==> config.mk <==
export PLATFORM = sky130hd
export DESIGN_NAME = count_direction_decoder
export DESIGN_NICKNAME = d
export VERILOG_FILES = /design/src/rtl/count_decoder_pkg.sv /design/src/rtl/count_delta_classify.sv /design/src/rtl/count_direction_decoder.sv
export SDC_FILE = /design/constraint.sdc
export NUM_CORES = 1
export LEC_CHECK = 0
export CAP_MARGIN = 20
export CORE_MARGIN = 2
export CORE_UTILIZATION = 58
export CTS_CLUSTER_SIZE = 14
export DETAILED_ROUTE_END_ITERATION = 16
export MAX_ROUTING_LAYER = met4
export PLACE_DENSITY = 0.93
export SYNTH_ARGS = -nofsm -noshare
export SYNTH_HDL_FRONTEND = slang
export SYNTH_SLANG_ARGS = --single-unit
==> constraint.sdc <==
create_clock -name Clk -period 9.4 [get_ports Clk]
set_input_delay 0.94 -clock Clk [delete_from_list [all_inputs] [get_ports Clk]]
set_output_delay 0.94 -clock Clk [all_outputs]
set_load 0.01 [all_outputs]
==> src/rtl/count_decoder_pkg.sv <==
// count_decoder_pkg: shared types for the count direction decoder.
//   state_e       - decoder FSM states
//   delta_class_e - classification of (Count - prev) mod 2^WIDTH
//   STEP_W_DEFAULT - default width of the step accumulator
package count_decoder_pkg;

    typedef enum logic [1:0] {
        S_PRIME = 2'd0,
        S_IDLE  = 2'd1,
        S_UP    = 2'd2,
        S_DOWN  = 2'd3
    } state_e;

    typedef enum logic [1:0] {
        D_HOLD = 2'd0,
        D_INC  = 2'd1,
        D_DEC  = 2'd2,
        D_JUMP = 2'd3
    } delta_class_e;

    localparam int unsigned STEP_W_DEFAULT = 16;

endpackage

==> src/rtl/count_delta_classify.sv <==
// count_delta_classify: combinational classifier of a count change.
// Ports:
//   prev   in  WIDTH  last qualified count
//   count  in  WIDTH  current count
//   dclass out 2      delta_class_e encoding (hold / +1 / -1 / jump)
//   wrap   out 1      step crosses the modular boundary (max->0 up, 0->max down)
module count_delta_classify
    import count_decoder_pkg::*;
#(
    parameter int unsigned WIDTH = 4
) (
    input  logic [WIDTH-1:0] prev,
    input  logic [WIDTH-1:0] count,
    output logic [1:0]       dclass,
    output logic             wrap
);

    logic [WIDTH-1:0] delta;

    // Modular difference; wraps naturally at WIDTH bits.
    assign delta = count - prev;

    always_comb begin
        dclass = D_JUMP;
        if (delta == '0) begin
            dclass = D_HOLD;
        end else if (delta == WIDTH'(1)) begin
            dclass = D_INC;
        end else if (delta == '1) begin
            dclass = D_DEC;
        end
        wrap = ((dclass == D_INC) && (prev == '1)) ||
               ((dclass == D_DEC) && (prev == '0));
    end

endmodule

==> src/rtl/count_direction_decoder.sv <==
// count_direction_decoder: watches a modular count bus and turns it into events.
// Optional feature macro: COUNT_DIRECTION_DECODER_REVERSAL_EN (adds reversal outputs).
// Ports:
//   Clk            in   1       rising-edge clock
//   reset          in   1       asynchronous active-high reset
//   Count          in   WIDTH   observed count
//   sample_en      in   1       qualifies Count this cycle
//   UpOrDown       out  1       direction, 1 = up (valid while dir_valid)
//   dir_valid      out  1       direction established since prime/error/reset
//   step           out  1       pulse per legal +/-1 change
//   wrap           out  1       pulse on max->0 up or 0->max down step
//   error          out  1       pulse on an illegal jump
//   stalled        out  1       level, count unchanged for >= HOLD_LIMIT samples
//   step_count     out  STEP_W  saturating count of legal steps
//   reversal       out  1       (macro only) pulse on an up<->down transition
//   reversal_count out  8       (macro only) saturating count of reversals
module count_direction_decoder
    import count_decoder_pkg::*;
#(
    parameter int unsigned WIDTH      = 4,
    parameter int unsigned HOLD_LIMIT = 8,
    parameter int unsigned STEP_W     = STEP_W_DEFAULT
) (
    input  logic              Clk,
    input  logic              reset,
    input  logic [WIDTH-1:0]  Count,
    input  logic              sample_en,
    output logic              UpOrDown,
    output logic              dir_valid,
    output logic              step,
    output logic              wrap,
    output logic              error,
    output logic              stalled,
    output logic [STEP_W-1:0] step_count
`ifdef COUNT_DIRECTION_DECODER_REVERSAL_EN
    ,
    output logic              reversal,
    output logic [7:0]        reversal_count
`endif
);

    localparam logic [7:0] HOLD_MAX = 8'(HOLD_LIMIT);

    state_e              state_q, state_d;
    logic [WIDTH-1:0]    prev_q, prev_d;
    logic [7:0]          hold_q, hold_d;
    logic                updown_q, updown_d;
    logic                dir_valid_q, dir_valid_d;
    logic                step_q, step_d;
    logic                wrap_q, wrap_d;
    logic                error_q, error_d;
    logic                stalled_q, stalled_d;
    logic [STEP_W-1:0]   step_count_q, step_count_d;
    logic                rev_q, rev_d;
    logic [7:0]          rev_count_q, rev_count_d;

    logic [1:0]          dclass_raw;
    delta_class_e        dclass;
    logic                cls_wrap;

    count_delta_classify #(
        .WIDTH (WIDTH)
    ) u_classify (
        .prev   (prev_q),
        .count  (Count),
        .dclass (dclass_raw),
        .wrap   (cls_wrap)
    );

    assign dclass = delta_class_e'(dclass_raw);

    always_comb begin
        state_d      = state_q;
        prev_d       = prev_q;
        hold_d       = hold_q;
        updown_d     = updown_q;
        dir_valid_d  = dir_valid_q;
        stalled_d    = stalled_q;
        step_count_d = step_count_q;
        rev_count_d  = rev_count_q;
        step_d       = 1'b0;
        wrap_d       = 1'b0;
        error_d      = 1'b0;
        rev_d        = 1'b0;

        if (sample_en) begin
            prev_d = Count;
            if (state_q == S_PRIME) begin
                // First qualified sample only establishes a reference.
                state_d = S_IDLE;
            end else begin
                unique case (dclass)
                    D_HOLD: begin
                        if (hold_q != HOLD_MAX) begin
                            hold_d = hold_q + 8'd1;
                        end
                        stalled_d = (hold_d == HOLD_MAX);
                    end
                    D_INC, D_DEC: begin
                        step_d      = 1'b1;
                        wrap_d      = cls_wrap;
                        updown_d    = (dclass == D_INC);
                        state_d     = (dclass == D_INC) ? S_UP : S_DOWN;
                        rev_d       = (dclass == D_INC) ? (state_q == S_DOWN)
                                                        : (state_q == S_UP);
                        dir_valid_d = 1'b1;
                        hold_d      = 8'd0;
                        stalled_d   = 1'b0;
                        if (step_count_q != '1) begin
                            step_count_d = step_count_q + STEP_W'(1);
                        end
                    end
                    default: begin
                        error_d     = 1'b1;
                        state_d     = S_IDLE;
                        dir_valid_d = 1'b0;
                        hold_d      = 8'd0;
                        stalled_d   = 1'b0;
                    end
                endcase
                if (rev_d && (rev_count_q != 8'hff)) begin
                    rev_count_d = rev_count_q + 8'd1;
                end
            end
        end
    end

    always_ff @(posedge Clk or posedge reset) begin
        if (reset) begin
            state_q      <= S_PRIME;
            prev_q       <= '0;
            hold_q       <= 8'd0;
            updown_q     <= 1'b0;
            dir_valid_q  <= 1'b0;
            step_q       <= 1'b0;
            wrap_q       <= 1'b0;
            error_q      <= 1'b0;
            stalled_q    <= 1'b0;
            step_count_q <= '0;
            rev_q        <= 1'b0;
            rev_count_q  <= 8'd0;
        end else begin
            state_q      <= state_d;
            prev_q       <= prev_d;
            hold_q       <= hold_d;
            updown_q     <= updown_d;
            dir_valid_q  <= dir_valid_d;
            step_q       <= step_d;
            wrap_q       <= wrap_d;
            error_q      <= error_d;
            stalled_q    <= stalled_d;
            step_count_q <= step_count_d;
            rev_q        <= rev_d;
            rev_count_q  <= rev_count_d;
        end
    end

    assign UpOrDown   = updown_q;
    assign dir_valid  = dir_valid_q;
    assign step       = step_q;
    assign wrap       = wrap_q;
    assign error      = error_q;
    assign stalled    = stalled_q;
    assign step_count = step_count_q;

`ifdef COUNT_DIRECTION_DECODER_REVERSAL_EN
    assign reversal       = rev_q;
    assign reversal_count = rev_count_q;
`else
    // Reversal tracking collapses away when its outputs are not present.
    logic unused_rev;
    assign unused_rev = rev_q ^ (^rev_count_q);
`endif

endmodule

# Yosys cells after proc, flatten, opt, wreduce, memory -nomap -nowiden
# Cells that the tools add are included.
word_totals:
  reg_bits: 36
  in_bits: 7
op_classes:
  add_sub_neg: 3
  n_eq_ne: 9
  n_mux: 22
  bitwise_logic: 2
  n_reduce_logical: 14
ops:
  columns: ["operator", "count"]
  rows:
  - ["8-bit 2-to-1 mux", 5]
  - ["16-bit by 1-bit adder with 16-bit output, second input constant", 1]
  - ["16-bit inequality test, second input constant", 1]
  - ["1-bit 2-to-1 mux", 12]
  - ["8-bit by 1-bit adder with 8-bit output, second input constant", 1]
  - ["4-bit equality test, second input constant", 2]
  - ["8-bit by 4-bit equality test with 1-bit output, second input constant", 1]
  - ["4-bit zero test", 2]
  - ["8-bit by 4-bit inequality test with 1-bit output, second input constant", 1]
  - ["2-bit 2-to-1 mux", 3]
  - ["3-bit AND reduction", 2]
  - ["4-bit by 1-bit equality test with 1-bit output, second input constant", 1]
  - ["2-bit zero test", 2]
  - ["2-bit one-hot mux with 2 select lines", 1]
  - ["2-bit AND reduction", 2]
  - ["4-bit AND reduction", 1]
  - ["4-bit subtractor", 1]
  - ["3-bit OR reduction", 1]
  - ["2-bit by 1-bit equality test with 1-bit output, second input constant", 1]
  - ["2-bit equality test, second input constant", 1]
  - ["1-bit logical AND", 2]
  - ["2-bit inequality test, second input constant", 1]
  - ["1-bit NOT", 2]
  - ["1-bit one-hot mux with 2 select lines", 1]
  - ["2 further kinds", 2]

# Longest topological paths before layout
depth:
  depth_word: 11
  depth_mapped: 14
  depth_no_buf: 13

# Hierarchy
# A second synthesis with hierarchy kept.
hier_totals:
  hier_cells: 201
  hier_area_um2: 2030.7
modules_own_cells:
  columns: ["module", "n_inst", "cells_each", "area_each_um2", "seq_area_each_um2"]
  rows:
  - ["count_direction_decoder", 1, 177, 1849.3, 900.9]
  - ["count_delta_classify", 1, 24, 181.4, 0.0]

# Least setup slack after synthesis
# No wires, ideal clock.
synth_path:
  path_type: "input port to flip-flop"
  from: "in Count[0]"
  to: "reg step_count_q[7] (netlist: step_count[7])"
  arrival_ns: 3.505
  required_ns: 9.273
  path_slack_ns: 5.767
  cell_stages: 13
  path_buffers: 0
  path_cell_list: "inv_1 ha_1 fa_1 xnor2_1 nand2b_1 a21oi_1 a32oi_1 ha_1 or2_4 inv_2 o31ai_4 or3_1 xnor2_1"
synth_between:
  elab_chain_len: 8
  word_cells_on_any_way: 11
synth_rtl:
  columns: ["element", "line_no", "rtl"]
  rows:
  - ["from (decl)", "count_direction_decoder.sv:26", "input logic [WIDTH-1:0] Count,"]
  - ["4-bit subtractor *", "count_delta_classify.sv:21", "assign delta = count - prev;"]
  - ["4-bit equality test", "count_delta_classify.sv:29", "end else if (delta == '1) begin"]
  - ["1-bit 2-to-1 mux", "count_delta_classify.sv:29", null]
  - ["2-bit 2-to-1 mux", "count_delta_classify.sv:27", "end else if (delta == WIDTH'(1)) begin"]
  - ["2-bit 2-to-1 mux *", "count_delta_classify.sv:25", "if (delta == '0) begin"]
  - ["2-bit by 1-bit equality test with 1-bit output / 2-bit equality test (equally long branches)", "count_direction_decoder.sv:92", "unique case (dclass)"]
  - ["2-bit OR reduction *", "count_direction_decoder.sv:92", null]
  - ["4-bit AND reduction (no source line) *", null, null]
  - ["to (signal assigned)", "count_direction_decoder.sv:152", "step_count_q <= step_count_d;"]
  - ["to (decl)", "count_direction_decoder.sv:53", "logic [STEP_W-1:0] step_count_q, step_count_d;"]
# Mark *: on every way between the ends. The rest lies on a longest branch, timed or not.
# A chain may end at the register's enable or synchronous reset.

# Worst setup path in the final report
# Same ends and word-level chain as after synthesis.

==> impl_metrics.tcl <==
set metrics [dict create \
    clk_pin_slew_worst_paths_ns 0.12 \
    worstHoldStart "stalled" \
    ys_types 44 \
    clk_path_buf_depth 2 \
    route.detailed.drc 0 \
    relSlewSlack_pct 63.7 \
    dieArea_sq_um 3930 \
    antenna_cells 0 \
    netlist.area_leader.share_pct 45.1 \
    detailed_place_hpwl_microns 2880 \
    crit_required_ns 9.66 \
    r2r_start "prev_q[0]" \
    pre_cts_ws_ns 4.98 \
    r2r-end "step_count[7]" \
    max-cap-violations 0 \
    synth_edf_count 0 \
    syn-instance-count 199 \
    syn_area_per_cell_sq_um 10.0 \
    synth_top_area_cell "dfrtp_1" \
    crit_type "input port to flop" \
    crit_arrival_ns 4.28 \
    worst_pin_slew_ns 0.544 \
    grt_pass1_vias 1521 \
    core_sq_um 3310 \
    internal_power_w 0.000277 \
    grt_pass1_wl_microns 6950 \
    hold_depth 2 \
    netlist_area_sq_um 2000 \
    fin_worst_skew_ns 0.0155 \
    die_w_microns 62.7 \
    worstRegToRegCells 12 \
    power_density_nw_per_um2 165 \
    grt_start_max_net_pins 37 \
    hold_path.class "flop to flop" \
    post_cts_buffers 0 \
    yosysWarningCount 0 \
    numCtsBuffers 5 \
    switchingPower_w 0.000121 \
    fin_util_pct 72.7 \
    grt_busiest_layer "met2" \
    syn-num-nets 217 \
    port_buffers 28 \
    avgViaCountPerCell 5.58 \
    gr-total-overflow 0 \
    cp-end-kind "flop" \
    fin_crit_ns 4.03 \
    fin_ws_ns 5.37 \
    drtAntennaViolNets 0 \
    hold_viol 0 \
    ctsResizeCount 0 \
    synthFlopType "dfrtp_1" \
    yosysSeqAreaShare_pct 45.1 \
    initial_core_util_pct 60.3 \
    cts.hold.buffers_added 0 \
    rsz0062_at_grt "false" \
    clock-sinks 36 \
    num_vias 1557 \
    place_congestion 0.937 \
    met3_usage_pct 4.86 \
    async_flop_share_pct 100 \
    whs_endpoint "stalled" \
    gr-usage-all-layers_pct 23.3 \
    grtUsageMet1_pct 27.8 \
    first_pass_iters 4 \
    cts_tree "yes" \
    status "finished, final reports clean" \
    die_h_microns 62.7 \
    clkLatencyLatePin_ns 0.36 \
    fin_nets 250 \
    drt_iter0_drc 109 \
    power_switching_share_pct 30.3 \
    area_growth_pct 20.6 \
    ioPinCount 29 \
    design_area_sq_um 2410 \
    fin_crit_sh_pct 42.8 \
    fmax_mhz 248 \
    cp_max_fo 10 \
    root_buffer "clkbuf_4" \
    maxSlewViolCount 0 \
    ir_worst_vdd_mv 0.146 \
    p_comb_share_pct 24.3 \
    synth.area.top_cells "dfrtp_1 45%, ha_1 6.3%, xnor2_1 4.8%" \
    setup_viol 0 \
    cp-start-kind "input port" \
    htree_levels 2 \
    grt_use_met2_pct 37.5 \
    wirelength_microns 3910 \
    antenna_found_initial 0 \
    ys_ff_latch 36 \
    drive_above_1_share_pct 9.44 \
    wl_per_cell_microns 14.0 \
    power_frac_seq_pct 47.4 \
    hold_ws_ns 0.487 \
    p_leak_nw 1.08 \
    rows 21 \
    clkPwrFrac_pct 28.3 \
    place_area_sq_um 2330 \
    tns_ns 0 \
    r2r_slack_ns 6.03 \
]
==> cell usage in the layout, fill, tap and decap left out, drive strengths merged, types with 2 or more instances in the layout <==
cell type	count
inv	17
mux2	3
nor2	10
nand2b	3
o31ai	5
clkdlybuf4s50	28
and3	8
xor2	10
dfrtp	36
xnor2	11
clkbuf	5
nand2	18
nor3	6
a31oi	2
o21bai	2
ha	10
nor4	2
nand3	10
a21oi	6
and2	2
nor2b	2
nand4	5
a21o	2
o21ai	13
==> per-stage QoR <==
step	instances	total power [W]
after floorplan	199	0.000245
after global placement	271	0.000284
after detailed placement	271	0.000289
after CTS	279	0.000402
after global routing	279	0.000420
final	279	0.000398
==> cell usage after synthesis (3+ instances only) <==
cell type and number:
nand2_1 18, a21oi_1 6, dfrtp_1 36, ha_1 10, nand3_1 9, o21ai_0 12
nand2b_1 3, mux2_2 3, o31ai_1 4, and3_1 6, nor3_1 5, xnor2_1 11
nor2_1 10, xor2_1 10, inv_1 16, nand4_1 5
==> how the worst max path moves through the flow <==
stage,from,endpoint,depth (start not counted)
floorplan,Count[0],step_count[7],13
global placement,Count[0],step_count[7],14
detailed placement,Count[0],step_count[7],14
CTS,Count[0],step_count[14],13
global route,Count[0],step_count[14],13
finish,Count[0],step_count[7],14
==> layout make-up <==
| cell class | count | area (sq um) |
|---|---|---|
| multi-input cells | 143 | 1020 |
| repair buffers | 29 | 288 |
| well taps | 46 | 57.6 |
| flip-flops and latches | 36 | 901 |
| fillers | 261 | 905 |
| clock inverters | 3 | 42.5 |
| inverters | 17 | 63.8 |
| clock buffers | 5 | 37.5 |
==> power by group through the flow <==
stage	clock (W)	sequential (W)	combinational, W
6_report	0.000113	0.000189	0.0000966
3_3_place_gp	0	0.000191	0.0000930
5_1_grt	0.000121	0.000192	0.000108
2_1_floorplan	0	0.000195	0.0000498
4_1_cts	0.000115	0.000188	0.0000985
3_5_place_dp	0	0.000192	0.0000977
==> worst max-delay path: stages <==
cell and delay, ns:
clkdlybuf4s50_1 0.47, inv_1 0.05, ha_1 0.22, fa_1 0.39, xnor2_1 0.17, nand2b_1 0.15
a21oi_1 0.30, a32oi_1 0.15, ha_1 0.37, or2_4 0.30, inv_2 0.10, o31ai_4 0.13
or3_1 0.40, xnor2_1 0.15
==> layer usage <==
layer  vias to the layer above  wire (microns)
li1                        767               -
met1                       750            1700
met2                        32            1970
met3                         8             153
met4                         0              82
met5                         -               0
==> flip-flops by register name (all words and copies together) (netlist names) <==
name        count
wrap            1
state_q         2
error           1
step            1
prev_q          4
step_count     16
UpOrDown        1
hold_q          8
stalled         1
dir_valid       1
==> cells by family (layout without fill, tap and decap cells) <==
kind of cell	after synthesis	in the layout	synth area share (%)
buf+inv	20	54	3.95
flops	36	36	45.1
compound gates	38	38	14.0
xor+xnor	21	21	9.22
simple gates	70	70	18.7
mux	3	3	1.69
fa+ha+maj	11	11	7.27
(Power assumes the default switching activity.)
